<file path="src/rtl/trap_controller_if.sv">
// CSR file port shared by the trap controller (master) and the single-port CSR file (slave).
// The read data is registered inside the CSR file; ready drops for one cycle on a new read.
interface trap_controller_if #(
    parameter int XLEN = 32
);
    logic [11:0]     raddr;
    logic            we;
    logic [11:0]     waddr;
    logic [XLEN-1:0] wdata;
    logic [XLEN-1:0] rdata;
    logic            ready;

    modport master (
        output raddr, we, waddr, wdata,
        input  rdata, ready
    );

    modport slave (
        input  raddr, we, waddr, wdata,
        output rdata, ready
    );
endinterface

</file>
<file path="src/rtl/trap_controller.sv">
// Machine-mode trap entry / MRET sequencer: writes mepc and mcause, reads mtvec or mepc
// through the single CSR port, then pulses a PC redirect. Idle traffic passes straight through.
module trap_controller #(
    parameter int XLEN = 32
) (
    input  logic              clk,
    input  logic              reset,
    input  logic              trap_valid,
    input  logic [3:0]        trap_cause,
    input  logic [XLEN-1:0]   trap_pc,
    input  logic              mret_valid,
    input  logic [11:0]       pipe_csr_raddr,
    input  logic              pipe_csr_we,
    input  logic [11:0]       pipe_csr_waddr,
    input  logic [XLEN-1:0]   pipe_csr_wdata,
    trap_controller_if.master csr,
    output logic              trapped,
    output logic              busy,
    output logic              redirect_valid,
    output logic [XLEN-1:0]   redirect_pc
);

    localparam logic [11:0] ADDR_MTVEC  = 12'h305;
    localparam logic [11:0] ADDR_MEPC   = 12'h341;
    localparam logic [11:0] ADDR_MCAUSE = 12'h342;
    localparam logic [XLEN-1:0] ALIGN_MASK = ~XLEN'(3);

    typedef enum logic [2:0] {
        IDLE,
        WR_MEPC,
        WR_MCAUSE,
        RD_MTVEC,
        RD_MEPC,
        REDIRECT
    } state_t;

    state_t          state;
    logic [XLEN-1:0] pc_q;
    logic [3:0]      cause_q;
    logic            rd_wait;

    // NOTE: the latched pc/cause are reset along with the control state so a single
    // async-reset always_ff covers every register; their reset value is never observed.
    always_ff @(posedge clk or posedge reset) begin
        if (reset) begin
            state          <= IDLE;
            pc_q           <= '0;
            cause_q        <= '0;
            rd_wait        <= 1'b0;
            redirect_valid <= 1'b0;
            redirect_pc    <= '0;
        end else begin
            // NOTE: sequential state uses non-blocking assignments so every register
            // samples pre-edge values regardless of statement order.
            case (state)
                IDLE: begin
                    if (trap_valid) begin
                        pc_q    <= trap_pc & ALIGN_MASK;
                        cause_q <= trap_cause;
                        state   <= WR_MEPC;
                    end else if (mret_valid) begin
                        state <= RD_MEPC;
                    end
                end
                WR_MEPC:   state <= WR_MCAUSE;
                WR_MCAUSE: state <= RD_MTVEC;
                RD_MTVEC, RD_MEPC: begin
                    // The first cycle in a read state only presents the address.
                    if (!rd_wait) begin
                        rd_wait <= 1'b1;
                    end else if (csr.ready) begin
                        rd_wait        <= 1'b0;
                        redirect_pc    <= csr.rdata & ALIGN_MASK;
                        redirect_valid <= 1'b1;
                        state          <= REDIRECT;
                    end
                end
                REDIRECT: begin
                    redirect_valid <= 1'b0;
                    state          <= IDLE;
                end
                default: state <= IDLE;
            endcase
        end
    end

    // NOTE: every port signal gets a default before the case so no path infers a latch.
    always_comb begin
        csr.raddr = '0;
        csr.we    = 1'b0;
        csr.waddr = '0;
        csr.wdata = '0;
        case (state)
            IDLE: begin
                csr.raddr = pipe_csr_raddr;
                csr.we    = pipe_csr_we & ~trap_valid & ~mret_valid;
                csr.waddr = pipe_csr_waddr;
                csr.wdata = pipe_csr_wdata;
            end
            WR_MEPC: begin
                csr.we    = 1'b1;
                csr.waddr = ADDR_MEPC;
                csr.wdata = pc_q;
            end
            WR_MCAUSE: begin
                csr.we    = 1'b1;
                csr.waddr = ADDR_MCAUSE;
                csr.wdata = {{(XLEN-4){1'b0}}, cause_q};
            end
            RD_MTVEC: csr.raddr = ADDR_MTVEC;
            RD_MEPC:  csr.raddr = ADDR_MEPC;
            default: ;
        endcase
    end

    assign trapped = (state == WR_MEPC) || (state == WR_MCAUSE);
    assign busy    = (state != IDLE);

endmodule

</file>
<file path="src/flat_wrapper.sv">
// flat-port wrapper written by rule: the top's interface ports become plain ports
module trap_controller_flat 
#(
    parameter int XLEN = 32
)
  (clk, reset, trap_valid, trap_cause, trap_pc, mret_valid, pipe_csr_raddr, pipe_csr_we, pipe_csr_waddr, pipe_csr_wdata, trapped, busy, redirect_valid, redirect_pc, csr_raddr, csr_we, csr_waddr, csr_wdata, csr_rdata, csr_ready);
  trap_controller_if #(.XLEN(XLEN)) csr_i ();
  input  logic clk;
  input  logic reset;
  input  logic trap_valid;
  input  logic [3:0] trap_cause;
  input  logic [XLEN-1:0] trap_pc;
  input  logic mret_valid;
  input  logic [11:0] pipe_csr_raddr;
  input  logic pipe_csr_we;
  input  logic [11:0] pipe_csr_waddr;
  input  logic [XLEN-1:0] pipe_csr_wdata;
  output logic trapped;
  output logic busy;
  output logic redirect_valid;
  output logic [XLEN-1:0] redirect_pc;
  output wire logic [$bits(csr_i.raddr)-1:0] csr_raddr;
  output wire logic [$bits(csr_i.we)-1:0] csr_we;
  output wire logic [$bits(csr_i.waddr)-1:0] csr_waddr;
  output wire logic [$bits(csr_i.wdata)-1:0] csr_wdata;
  input wire logic [$bits(csr_i.rdata)-1:0] csr_rdata;
  input wire logic [$bits(csr_i.ready)-1:0] csr_ready;
  assign csr_raddr = csr_i.raddr;
  assign csr_we = csr_i.we;
  assign csr_waddr = csr_i.waddr;
  assign csr_wdata = csr_i.wdata;
  assign csr_i.rdata = csr_rdata;
  assign csr_i.ready = csr_ready;
  trap_controller #(.XLEN(XLEN)) u_core (.clk(clk), .reset(reset), .trap_valid(trap_valid), .trap_cause(trap_cause), .trap_pc(trap_pc), .mret_valid(mret_valid), .pipe_csr_raddr(pipe_csr_raddr), .pipe_csr_we(pipe_csr_we), .pipe_csr_waddr(pipe_csr_waddr), .pipe_csr_wdata(pipe_csr_wdata), .csr(csr_i), .trapped(trapped), .busy(busy), .redirect_valid(redirect_valid), .redirect_pc(redirect_pc));
endmodule
</file>
<file path="config.mk">
export PLATFORM = sky130hd
export DESIGN_NAME = trap_controller_flat
export DESIGN_NICKNAME = d
export VERILOG_FILES = /design/src/rtl/trap_controller_if.sv /design/src/rtl/trap_controller.sv /design/src/flat_wrapper.sv
export SDC_FILE = /design/constraint.sdc
export NUM_CORES = 1
export LEC_CHECK = 0
export CAP_MARGIN = 20
export CORE_ASPECT_RATIO = 1.25
export CORE_MARGIN = 3
export CORE_UTILIZATION = 37
export CTS_BUF_LIST = sky130_fd_sc_hd__clkbuf_4
export DETAILED_ROUTE_END_ITERATION = 10
export PLACE_DENSITY_LB_ADDON = 0.3
export SYNTH_ARGS = -nofsm -noshare
export SYNTH_HDL_FRONTEND = slang
export SYNTH_SLANG_ARGS = --single-unit
export TNS_END_PERCENT = 10
</file>
<file path="constraint.sdc">
create_clock -name clk -period 3.45 [get_ports clk]
set_clock_uncertainty 0.15 [all_clocks]
set_input_delay 1.035 -clock clk [delete_from_list [all_inputs] [get_ports clk]]
set_output_delay 1.035 -clock clk [all_outputs]
set_load 0.02 [all_outputs]
</file>
==> metrics.md <==
| Metric | Value |
|---|---|
| Status | complete, no violations |
| Synth warn | 0 |
| Switching power total | between 2000 and 2500 uW |
| Drt first pass iters | 4 |
| Clock slew at reported path FFs | about 0.1 ns |
| Post-synthesis async set-or-reset flop share | 100% |
| Fin crit share | 99.1% |
| Die width | 90.7 um |
| Pwr dens | 856 nW/um2 |
| Netlist Area Pre-Place | roughly 3300 um2 |
| Clock Latency Late Sink | between 0.4 and 0.5 ns |
| Final Core Density | ~68% |
| Final Setup Violations | 0 |
| Number of global-route vias before repair | approximately 3200 |
| IO Count | around 220 |
| Peak supply drop | between 400 and 500 uV |
| Area share of the largest cell type after synthesis | roughly half |
| First-pass GRT wire length | 15.9 mm |
| Largest fanout on the critical path | 1 |
| Most common flop cell mapped by yosys | dfrtp_1 |
| Setup TNS | 0 ns |
| Worst setup SP type | primary input |
| Clock tree buffer depth | 2 |
| Final HPWL from detailed placement | 7.47 mm |
| Internal power component | between 3000 and 4000 uW |
| CORE AREA | a little under 9000 um2 |
| Routed WL | 10.3 mm |
| CTS hold repair buffers | 0 |
| Crit path time final | 3.42 ns |
| Sequential area share after synthesis | between 50% and 60% |
| Ant diodes | 0 |
| CTS root buf | clkbuf_4 |
| Syn avg cell area | 12.7 um2 |
| Leakage | ~0.003 uW |
| CTS buffer count | 9 |
| Number of enable flip-flop cells after synthesis | 0 |
| Vias | about 3000 |
| # clock sinks | about 70 |
| Die H | about 110 um |
| Routed len/inst | roughly 17 um |
| Fmax | slightly below 300 MHz |
| Pre-CTS WS | -0.315 ns |
| WS Path Type | in2out |
| Max Slew Vio Count | 0 |
| Fill cells | 681 |
| Synth top cells by count | dfrtp_1 (69), mux2_2 (51), a22o_1 (28) |
| Drt drc | 0 |
| Fin. Hold Viols | 0 |
| Finished Cell Area | about 5900 um2 |
| RSZ-0062 raised after global routing | yes |
| Combinational share of power | 60.8% |
| Max_cap viols | 0 |
| Largest net degree at the start of global routing | 70 |
| WP data required | about 2.3 ns |
| CTS tree | yes |
| Net count reported at finish | between 600 and 700 |
| Initial drt markers | 76 |
| H-tree level count | 3 |
| Clk pwr share | 9.9% |
| Critical path arrival | between 2 and 2.5 ns |
| Hold WC Path Type | reg2reg |
| Synth area leader | dfrtp_1 |
| DR vias/cell | about 5.0 |
| Flop pwr share | between 20 and 30% |
| Sw frac | about two fifths |
| Slew @ Worst Pin | between 1 and 1.5 ns |
| Rel. slew slack | 32.8% |
| Library cells used by synthesis | 37 |
| Detail Route Antenna Nets | 0 |
| Worst Setup End Kind | output port |
| Rows | 38 |
| Total grt overflow | 0 |
| Synth top area cells | dfrtp_1 (52%), mux2_2 (17%), a22o_1 (7.4%) |
| Routability cong. | 0.755 |
| Initial Utilization | a little under two fifths |
| #FFs+latches synth | 69 |
| Area Overhead vs Synth | 77.1% |
| IO Port Bufs | 215 |
| Cell count after synthesis | 262 |
| Initial antenna violation count | 0 |
| Die Area | just over 10000 um2 |
| Top-count cell post-synth | dfrtp_1 |
| GRT Total Usage | 19.9% |
| Final Power | 5040 uW |
| Post-DP Area | about 5600 um2 |
| Layout cell share with drive strength beyond 1 | 19.7% |
| Setup ws final | about 0.032 ns |
metal layers:
metal	GRT usage (%)	part of all wire (%)
met5	0	0
met4	9.40	3.1
met3	7.30	9.7
met2	35.5	52
met1	20.6	36
final cells by class:
class / count / area (um2) / area share [%]
Tap cell: 120 / 150 / 2.55
Inverter: 3 / 11.3 / 0.192
Clock inverter: 6 / 53.8 / 0.915
Sequential cell: 69 / 1730 / 29.4
Multi-Input combinational cell: 172 / 1510 / 25.6
Timing Repair Buffer: 228 / 2350 / 40.0
Clock buffer: 10 / 75.1 / 1.28
stage by stage:
stage | std cells | hold slack [ns]
after floorplan | 263 | 0.308
after global placement | 586 | 0.320
after detailed placement | 586 | 0.326
after CTS | 608 | 0.349
after global routing | 608 | 0.383
final | 608 | 0.350
worst paths after layout:
| path | startpoint | endpoint | slack [ns] | cells after the start |
|---|---|---|---|---|
| worst max-delay path | pipe_csr_wdata[2] | csr_wdata[2] | 0.03 | 5 |
| min in group asynchronous | reset | u_core.pc_q[22]$_DFFE_PP0P_ | 0.87 | 3 |
| worst max register to register | u_core.state[2]$_DFFE_PP0P_ | u_core.redirect_pc[14]$_DFFE_PP0P_ | 0.59 | 5 |
| worst min register to register | u_core.pc_q[9]$_DFFE_PP0P_ | u_core.pc_q[9]$_DFFE_PP0P_ | 0.35 | 1 |
| worst min-delay path | u_core.pc_q[9]$_DFFE_PP0P_ | u_core.pc_q[9]$_DFFE_PP0P_ | 0.35 | 1 |
| max in group asynchronous | reset | u_core.state[2]$_DFFE_PP0P_ | 1.97 | 3 |
power by group through the flow:
stage               Sequential (uW)  Clock, uW  Combinational [uW]
floorplan                      1630          0                1570
global placement               1450          0                3050
detailed placement             1470          0                3100
CTS                            1480        515                3150
global route                   1530        548                3260
finish                         1480        496                3060
kinds of logic (layout without fill, tap and decap cells):
group	after synthesis	count (layout)	synth area share, %
flops	69	69	52.0
other cells	1	2	0.113
mux	68	68	22.9
xor+xnor	1	1	0.264
buf+inv	26	247	4.56
compound gates	50	50	11.7
simple gates	47	51	8.44
critical path: stages:
cell and delay [ns]:
clkdlybuf4s50_1 0.46, mux2i_1 0.06, or2_2 0.27, a21oi_1 0.13
clkdlybuf4s15_2 0.28
state kept, by name (all words and copies together) (netlist names):
name,flops
u_core.state,3
u_core.redirect_pc,30
u_core.cause_q,4
u_core.redirect_valid,1
u_core.rd_wait,1
u_core.pc_q,30
cell usage in the layout, fill, tap and decap left out, drive strengths merged, types with 2 or more instances in the layout:
master,netlist,layout
clkdlybuf4s50,0,173
dfrtp,69,69
mux2,64,64
dlymetal6s2s,0,35
a22o,28,28
nor2,11,15
and2,14,14
buf,18,14
clkbuf,5,10
a21oi,6,6
nand2,5,5
dlygate4sd2,0,5
nor3,5,5
o21a,4,4
mux2i,4,4
o21ai,4,4
or2,4,4
clkinv,0,4
inv,3,3
nor2b,2,2
o22ai,2,2
conb,1,2
nor3b,2,2
what timing repair did:
item	CTS	global route
resized for setup	15	38
cloned	4	0
pin swaps	4	0
buffers inserted	2	0
setup endpoints to repair	54	38
No activity file was read; power rests on OpenSTA's default activity.
